## config.mk

```make
export PLATFORM = sky130hd
export DESIGN_NAME = instruction_fetch
export DESIGN_NICKNAME = d
export VERILOG_FILES = /design/src/rtl/a09_fetch_pkg.sv /design/src/rtl/fetch_timeout.sv /design/src/rtl/instruction_fetch.sv
export SDC_FILE = /design/constraint.sdc
export NUM_CORES = 1
export LEC_CHECK = 0
export BUFFER_PORTS_ARGS = -buffer_cell sky130_fd_sc_hd__buf_2
export CAP_MARGIN = 40
export CORE_ASPECT_RATIO = 0.9
export CORE_UTILIZATION = 50
export DETAILED_ROUTE_END_ITERATION = 12
export GPL_TIMING_DRIVEN = 1
export PLACE_DENSITY = 0.9
export SYNTH_ARGS = -nofsm -noshare
export SYNTH_HDL_FRONTEND = slang
export SYNTH_SLANG_ARGS = --single-unit
```

## constraint.sdc

```tcl
create_clock -name Clk -period 3.9 [get_ports Clk]
set_input_delay 0.78 -clock Clk [delete_from_list [all_inputs] [get_ports Clk]]
set_output_delay 0.78 -clock Clk [all_outputs]
set_load 0.005 [all_outputs]
```

## src/rtl/a09_fetch_pkg.sv

```systemverilog
// Shared types and default sizing for the instruction fetch sequencer.
package a09_fetch_pkg;

    localparam int DATA_WIDTH_DEF     = 16;
    localparam int TIMEOUT_CYCLES_DEF = 15;
    localparam int TIMEOUT_WIDTH_DEF  = 4;

    typedef enum logic [1:0] {
        IDLE = 2'd0,
        WAIT = 2'd1,
        HOLD = 2'd2,
        INC  = 2'd3
    } fetch_state_e;

endpackage

```

## src/rtl/fetch_timeout.sv

```systemverilog
// Wait-cycle counter with clear, count enable and terminal-count flag.
module fetch_timeout #(
    parameter int TimeoutWidth  = 4,
    parameter int TimeoutCycles = 15
) (
    input  logic Clk,
    input  logic Reset,
    input  logic Clear,
    input  logic Enable,
    output logic Terminal
);

    logic [TimeoutWidth-1:0] count_q;

    always_ff @(posedge Clk) begin
        if (Reset || Clear) begin
            count_q <= '0;
        end else if (Enable) begin
            count_q <= count_q + 1'b1;
        end
    end

    assign Terminal = (count_q == TimeoutWidth'(TimeoutCycles - 1));

endmodule

```

## src/rtl/instruction_fetch.sv

```systemverilog
// Fetch sequencer: reads the word at the PC, holds it in IR for decode,
// then strobes the PC increment once decode has taken it.
//
//   state | meaning
//   IDLE  | waiting for Enable (and no Fault) to launch a fetch
//   WAIT  | read outstanding, MemRd held until MemReady or timeout
//   HOLD  | IR valid, waiting for decode to take it
//   INC   | one-cycle PC increment strobe
module instruction_fetch
    import a09_fetch_pkg::*;
#(
    parameter int DataWidth     = DATA_WIDTH_DEF,
    parameter int TimeoutCycles = TIMEOUT_CYCLES_DEF,
    parameter int TimeoutWidth  = TIMEOUT_WIDTH_DEF
) (
    input  logic                 Clk,
    input  logic                 Reset,
    input  logic                 Enable,
    input  logic                 Flush,
    input  logic [DataWidth-1:0] PCAddr,
    output logic                 PCInc_n,
    output logic [DataWidth-1:0] MemAddr,
    output logic                 MemRd,
    input  logic                 MemReady,
    input  logic [DataWidth-1:0] MemData,
    output logic [DataWidth-1:0] IR,
    output logic                 IRValid,
    input  logic                 IRTaken,
    output logic                 Fault
);

    fetch_state_e         state_q, state_d;
    logic [DataWidth-1:0] mem_addr_d, ir_d;
    logic                 mem_rd_d, ir_valid_d, pcinc_n_q, pcinc_n_d, fault_d;
    logic                 cnt_clr, cnt_en, cnt_terminal;

    fetch_timeout #(
        .TimeoutWidth (TimeoutWidth),
        .TimeoutCycles(TimeoutCycles)
    ) u_timeout (
        .Clk     (Clk),
        .Reset   (Reset),
        .Clear   (cnt_clr),
        .Enable  (cnt_en),
        .Terminal(cnt_terminal)
    );

    always_comb begin
        state_d    = state_q;
        mem_addr_d = MemAddr;
        mem_rd_d   = MemRd;
        ir_d       = IR;
        ir_valid_d = IRValid;
        pcinc_n_d  = pcinc_n_q;
        fault_d    = Fault;
        cnt_clr    = 1'b0;
        cnt_en     = 1'b0;

        if (Flush) begin
            state_d    = IDLE;
            mem_rd_d   = 1'b0;
            ir_valid_d = 1'b0;
            pcinc_n_d  = 1'b1;
            cnt_clr    = 1'b1;
        end else begin
            case (state_q)
                IDLE: begin
                    if (Enable && !Fault) begin
                        mem_addr_d = PCAddr;
                        mem_rd_d   = 1'b1;
                        cnt_clr    = 1'b1;
                        state_d    = WAIT;
                    end
                end
                WAIT: begin
                    if (MemReady) begin
                        ir_d       = MemData;
                        ir_valid_d = 1'b1;
                        mem_rd_d   = 1'b0;
                        state_d    = HOLD;
                    end else if (cnt_terminal) begin
                        fault_d  = 1'b1;
                        mem_rd_d = 1'b0;
                        state_d  = IDLE;
                    end else begin
                        cnt_en = 1'b1;
                    end
                end
                HOLD: begin
                    if (IRTaken) begin
                        ir_valid_d = 1'b0;
                        pcinc_n_d  = 1'b0;
                        state_d    = INC;
                    end
                end
                INC: begin
                    pcinc_n_d = 1'b1;
                    state_d   = IDLE;
                end
                default: state_d = IDLE;
            endcase
        end
    end

    always_ff @(posedge Clk) begin
        if (Reset) begin
            state_q   <= IDLE;
            MemAddr   <= '0;
            MemRd     <= 1'b0;
            IR        <= '0;
            IRValid   <= 1'b0;
            pcinc_n_q <= 1'b1;
            Fault     <= 1'b0;
        end else begin
            state_q   <= state_d;
            MemAddr   <= mem_addr_d;
            MemRd     <= mem_rd_d;
            IR        <= ir_d;
            IRValid   <= ir_valid_d;
            pcinc_n_q <= pcinc_n_d;
            Fault     <= fault_d;
        end
    end

    // A flush means the PC is being loaded, so the increment must never land.
    assign PCInc_n = pcinc_n_q | Flush;

endmodule

```

Word-level counts from Yosys, hierarchy flattened. Index checks and enable logic that the tools add are counted.

Input bits: 38. Bits in registers: 42.

Reductions and logical operators: 15. Add/subtract/negate cells: 1. Equality and inequality tests: 8. Mux-type cells: 20. Bitwise operators: 3.

Operators with widths (count): $reduce_and A3 Y1 (5); $mux W1 (12); $mux W2 (4); $pmux W2 S4 (1); $ne A2 B2 Y1 const B (3); $pmux W1 S2 (3); $reduce_bool A2 Y1 (3); $add A4 B1 Y4 const B (1); $eq A2 B2 Y1 const B (2); $eq A4 B4 Y1 const B (1); $reduce_and A4 Y1 (1); $ne A3 B3 Y1 const B (1); $eq A2 B1 Y1 const B (1); $logic_not A2 Y1 (1); $not A1 Y1 (2); $reduce_and A2 Y1 (1); $reduce_or A2 Y1 (1); $logic_and A1 B1 Y1 (1); $logic_not A1 Y1 (1); $logic_or A1 B1 Y1 (1); $or A1 B1 Y1 (1).

Logic depth before layout (Yosys ltp).
Word-level depth: 6. Depth in mapped cells: 6.

Modules after synthesis. From an unflattened synthesis, not the netlist that was laid out.

Cells, all modules: 195. Area, all modules: 1810.5 µm².

By module, submodules not included: instruction_fetch (area each 1612.8 µm², instances 1, cells each 175); fetch_timeout (area each 197.7 µm², instances 1, cells each 20).

Worst setup path before layout. OpenSTA, ideal clock, no wires.

Path type: input to output. Start: in Flush. End: out PCInc_n. Stages on the path: 3. Path slack: 1.728 ns. Data arrival time: 1.392 ns. Cells stage by stage: clkbuf_1 clkbuf_1 or2_2.

Cells in the longest elaborated chain, start to end: 1.

Ends and longest elaborated chain: start, declared (RTL line instruction_fetch.sv:19) `input logic Flush,`; $or A1 B1 Y1 (RTL line instruction_fetch.sv:126) `assign PCInc_n = pcinc_n_q | Flush;`; end, declared (RTL line instruction_fetch.sv:21) `output logic PCInc_n,`.

No other way between the ends.

Worst setup path in the final report. Ends and elaborated chain as after synthesis.

==> impl_metrics.yaml <==
routing:
  wl_um: 3730
  initialDrtViolationCount: 87
  num_vias: 1618
  routedWlPerCell_um: 12.1
  ant_nets: 0
  drt_pass1_iterations: 4
  detail_route.vias_per_cell: 5.25
  drc: 0
floorplan:
  coreArea_um2: 3140
  rows: 19
  die_area_um2: 3610
  die_h_um: 57.1
  start_util_pct: 53.8
  die_w_um: 63.2
  ios: 74
worst_setup_path:
  cp_data_required_time_ns: 3.12
  start_kind: "input pin"
  cp_slowest_stage_delay_ns: 0.31
  reg2reg_depth: 3
  slowest_stage: "or2_2"
  cp_cell_sequence: "buf_2 > or2_2 > buf_2"
  critPathTopFamily: "buffers and inverters"
  cp_data_arrival_time_ns: 1.43
  crit_path_end_kind: "output pin"
  critPathBufInv: 2
  path_common_cell: "buf_2"
  reg2reg_slack_ns: 2.14
  reg2reg_from: "state_q[0]"
  rr_endpoint: "u_timeout.count_q[3]"
  crit_fanout: 23
  crit_type: "input pin to output pin"
place:
  numPortBuffers: 73
  dp_hpwl_um: 2530
  dpl_cell_area_um2: 2040
  globalplace.congestion: 0.780
global_routing:
  grt_max_degree: 35
  grt_pass1_wl_um: 6190
  met1_usage_pct: 25.8
  use_met2_pct: 37.9
  grt-busiest-layer: "met2"
  overflow: 0
  antenna_found_initial: 0
  grt_pass1_vias: 1390
  use_met3_pct: 9.00
  grtUsageTotal_pct: 22.3
cts:
  cts-root-buf: "clkbuf_8"
  cts_sinks: 42
  cts_buffers: 5
  postCtsSetupBuffers: 0
  cts-htree-levels: 2
  cts_tree: "built"
  ctsResizeCount: 0
  cts_buffer_depth: 2
  hold_buffers: 0
  clock_latency_ns: 0.29
  clk_pin_slew_ns: 0.07
worst_hold_path:
  hold_end: "IR[6]"
  min_path_type: "flop to flop"
  holdPathStages: 2
  hp-start: "IR[6]"
synth:
  ys_warn_count: 0
  ys_types: 28
  netlist_area_um2: 1690
  syn-num-nets: 244
  synth-seq-cells: 42
  synth_area_per_cell_um2: 8.27
  ys_seq_area_share_pct: 49.8
  syn_inst: 204
sta:
  fin_setup_tns_ns: 0
  worst_pin_slew_ns: 0.819
  timing.final.crit_share_pct: 56.7
  fin_skew_ns: 0.00225
  fmaxAchievable_ghz: 0.452
  hold_viol: 0
  final_max_slew_viol_count: 0
  fin_crit_ns: 2.21
  setup_viol: 0
  slew-limit-headroom_pct: 45.2
  rsz0062_at_grt: "no"
final_layout:
  multi_input_area_um2: 759
  regArea_um2: 841
  layout.nets: 306
  final_layout_size_suffix_gt1_share_pct: 32.0
  fillers: 285
  final_area_um2: 2120
  final_util_pct: 67.5
  syn_to_final_growth_pct: 25.4
  diodes: 0
outcome:
  outcome: "finished clean"
power_and_ir_drop:
  worst_ir_drop_vdd_v: 0.000217
  powerDensity_nw_per_um2: 368
  p_total_w: 0.000779
  leakagePower_nw: 0.903
run:
  maxCapViolations: 0
placed cells by master, fill, tap and decap left out, drive strengths merged:
cell type | netlist | routed
o31ai | 2 | 2
or4bb | 1 | 1
inv | 4 | 4
ha | 2 | 2
and3 | 1 | 1
o21ai | 18 | 18
nor2 | 3 | 3
a21oi | 40 | 40
or3b | 1 | 1
dfxtp | 42 | 42
nor3b | 2 | 2
nor4b | 2 | 2
a221o | 1 | 1
or2 | 2 | 2
buf | 6 | 74
nor4bb | 1 | 1
and3b | 1 | 1
clkbuf | 13 | 7
or3 | 4 | 4
nor3 | 1 | 1
or4b | 2 | 2
a2bb2oi | 1 | 1
nand2b | 2 | 2
nand3 | 17 | 17
o22ai | 1 | 1
o31a | 1 | 1
nand2 | 33 | 33
layer usage:
| metal | wire length, µm | share of wire (%) |
|---|---|---|
| met5 | 0 | 0 |
| met4 | 43 | 1.2 |
| met3 | 288 | 7.7 |
| met2 | 1800 | 48 |
| met1 | 1600 | 43 |
synth_stat cells:
cell,instances,area [µm²]
dfxtp_1,42,841
a21oi_1,40,200
nand2_1,33,124
o21ai_0,18,90.1
nand3_1,17,85.1
clkbuf_1,13,48.8
buf_2,6,30.0
inv_1,4,15.0
or3_1,4,25.0
nor2_1,3,11.3
ha_1,2,25.0
nand2b_1,2,12.5
nor3b_1,2,15.0
o31ai_1,2,15.0
or2_2,2,12.5
or4b_1,2,20.0
a221o_1,1,10.0
a2bb2oi_1,1,8.76
and3_1,1,6.26
and3b_2,1,10.0
nor3_1,1,5.00
nor4b_1,1,8.76
nor4b_4,1,23.8
nor4bb_1,1,10.0
o22ai_1,1,6.26
o31a_1,1,8.76
or3b_2,1,8.76
or4bb_1,1,11.3
worst max path at each step:
stage | start | to | slack, ns | cells past startpoint
2_1_floorplan | Flush | PCInc_n | 1.73 | 3
3_3_place_gp | Flush | PCInc_n | 1.70 | 3
3_5_place_dp | Flush | PCInc_n | 1.69 | 3
4_1_cts | Flush | PCInc_n | 1.69 | 3
5_1_grt | Flush | PCInc_n | 1.65 | 3
6_report | Flush | PCInc_n | 1.69 | 3
where the power goes:
part           internal, W  leakage [nW]   total, W  switching, W
Sequential        0.000440         0.341   0.000448    0.00000744
Clock             0.000123        0.0383   0.000257      0.000133
Combinational    0.0000347         0.524  0.0000750     0.0000403
worst register-to-register path, stage by stage (launching register included):
cell,delay [ns]
dfxtp_1,0.57
or4b_1,0.59
or3_1,0.38
a21oi_1,0.15
layout make-up:
class,count,share of cell area (%)
Clock buffer,7,3.61
Inverter,4,0.709
Multi-Input combinational cell,139,35.9
Sequential cell,42,39.7
Tap cell,42,2.48
Timing Repair Buffer,74,17.6
registers in the layout, summed over array words and instances (netlist names), named ones only:
name	flops
Fault	1
IR	16
IRValid	1
MemAddr	16
MemRd	1
pcinc_n_q	1
state_q	1
u_timeout.count_q	4
logic make-up (layout without fill, tap and decap cells):
family | after synthesis | count (layout) | share of synthesized area [%]
adder cells (fa/ha/maj) | 2 | 2 | 1.48
flip-flops | 42 | 42 | 49.8
AND/OR/NAND/NOR | 73 | 73 | 23.1
buffers and inverters | 23 | 85 | 5.56
AO/OA/AOI/OAI | 64 | 64 | 20.1
stage by stage:
step / setup slack [ns] / instances / hold slack [ns]
after floorplan: 1.73 / 204 / 0.448
after global placement: 1.70 / 301 / 0.439
after detailed placement: 1.69 / 301 / 0.445
after CTS: 1.69 / 308 / 0.455
after global routing: 1.65 / 308 / 0.472
final: 1.69 / 308 / 0.453
No activity file was read; power rests on OpenSTA's default activity.
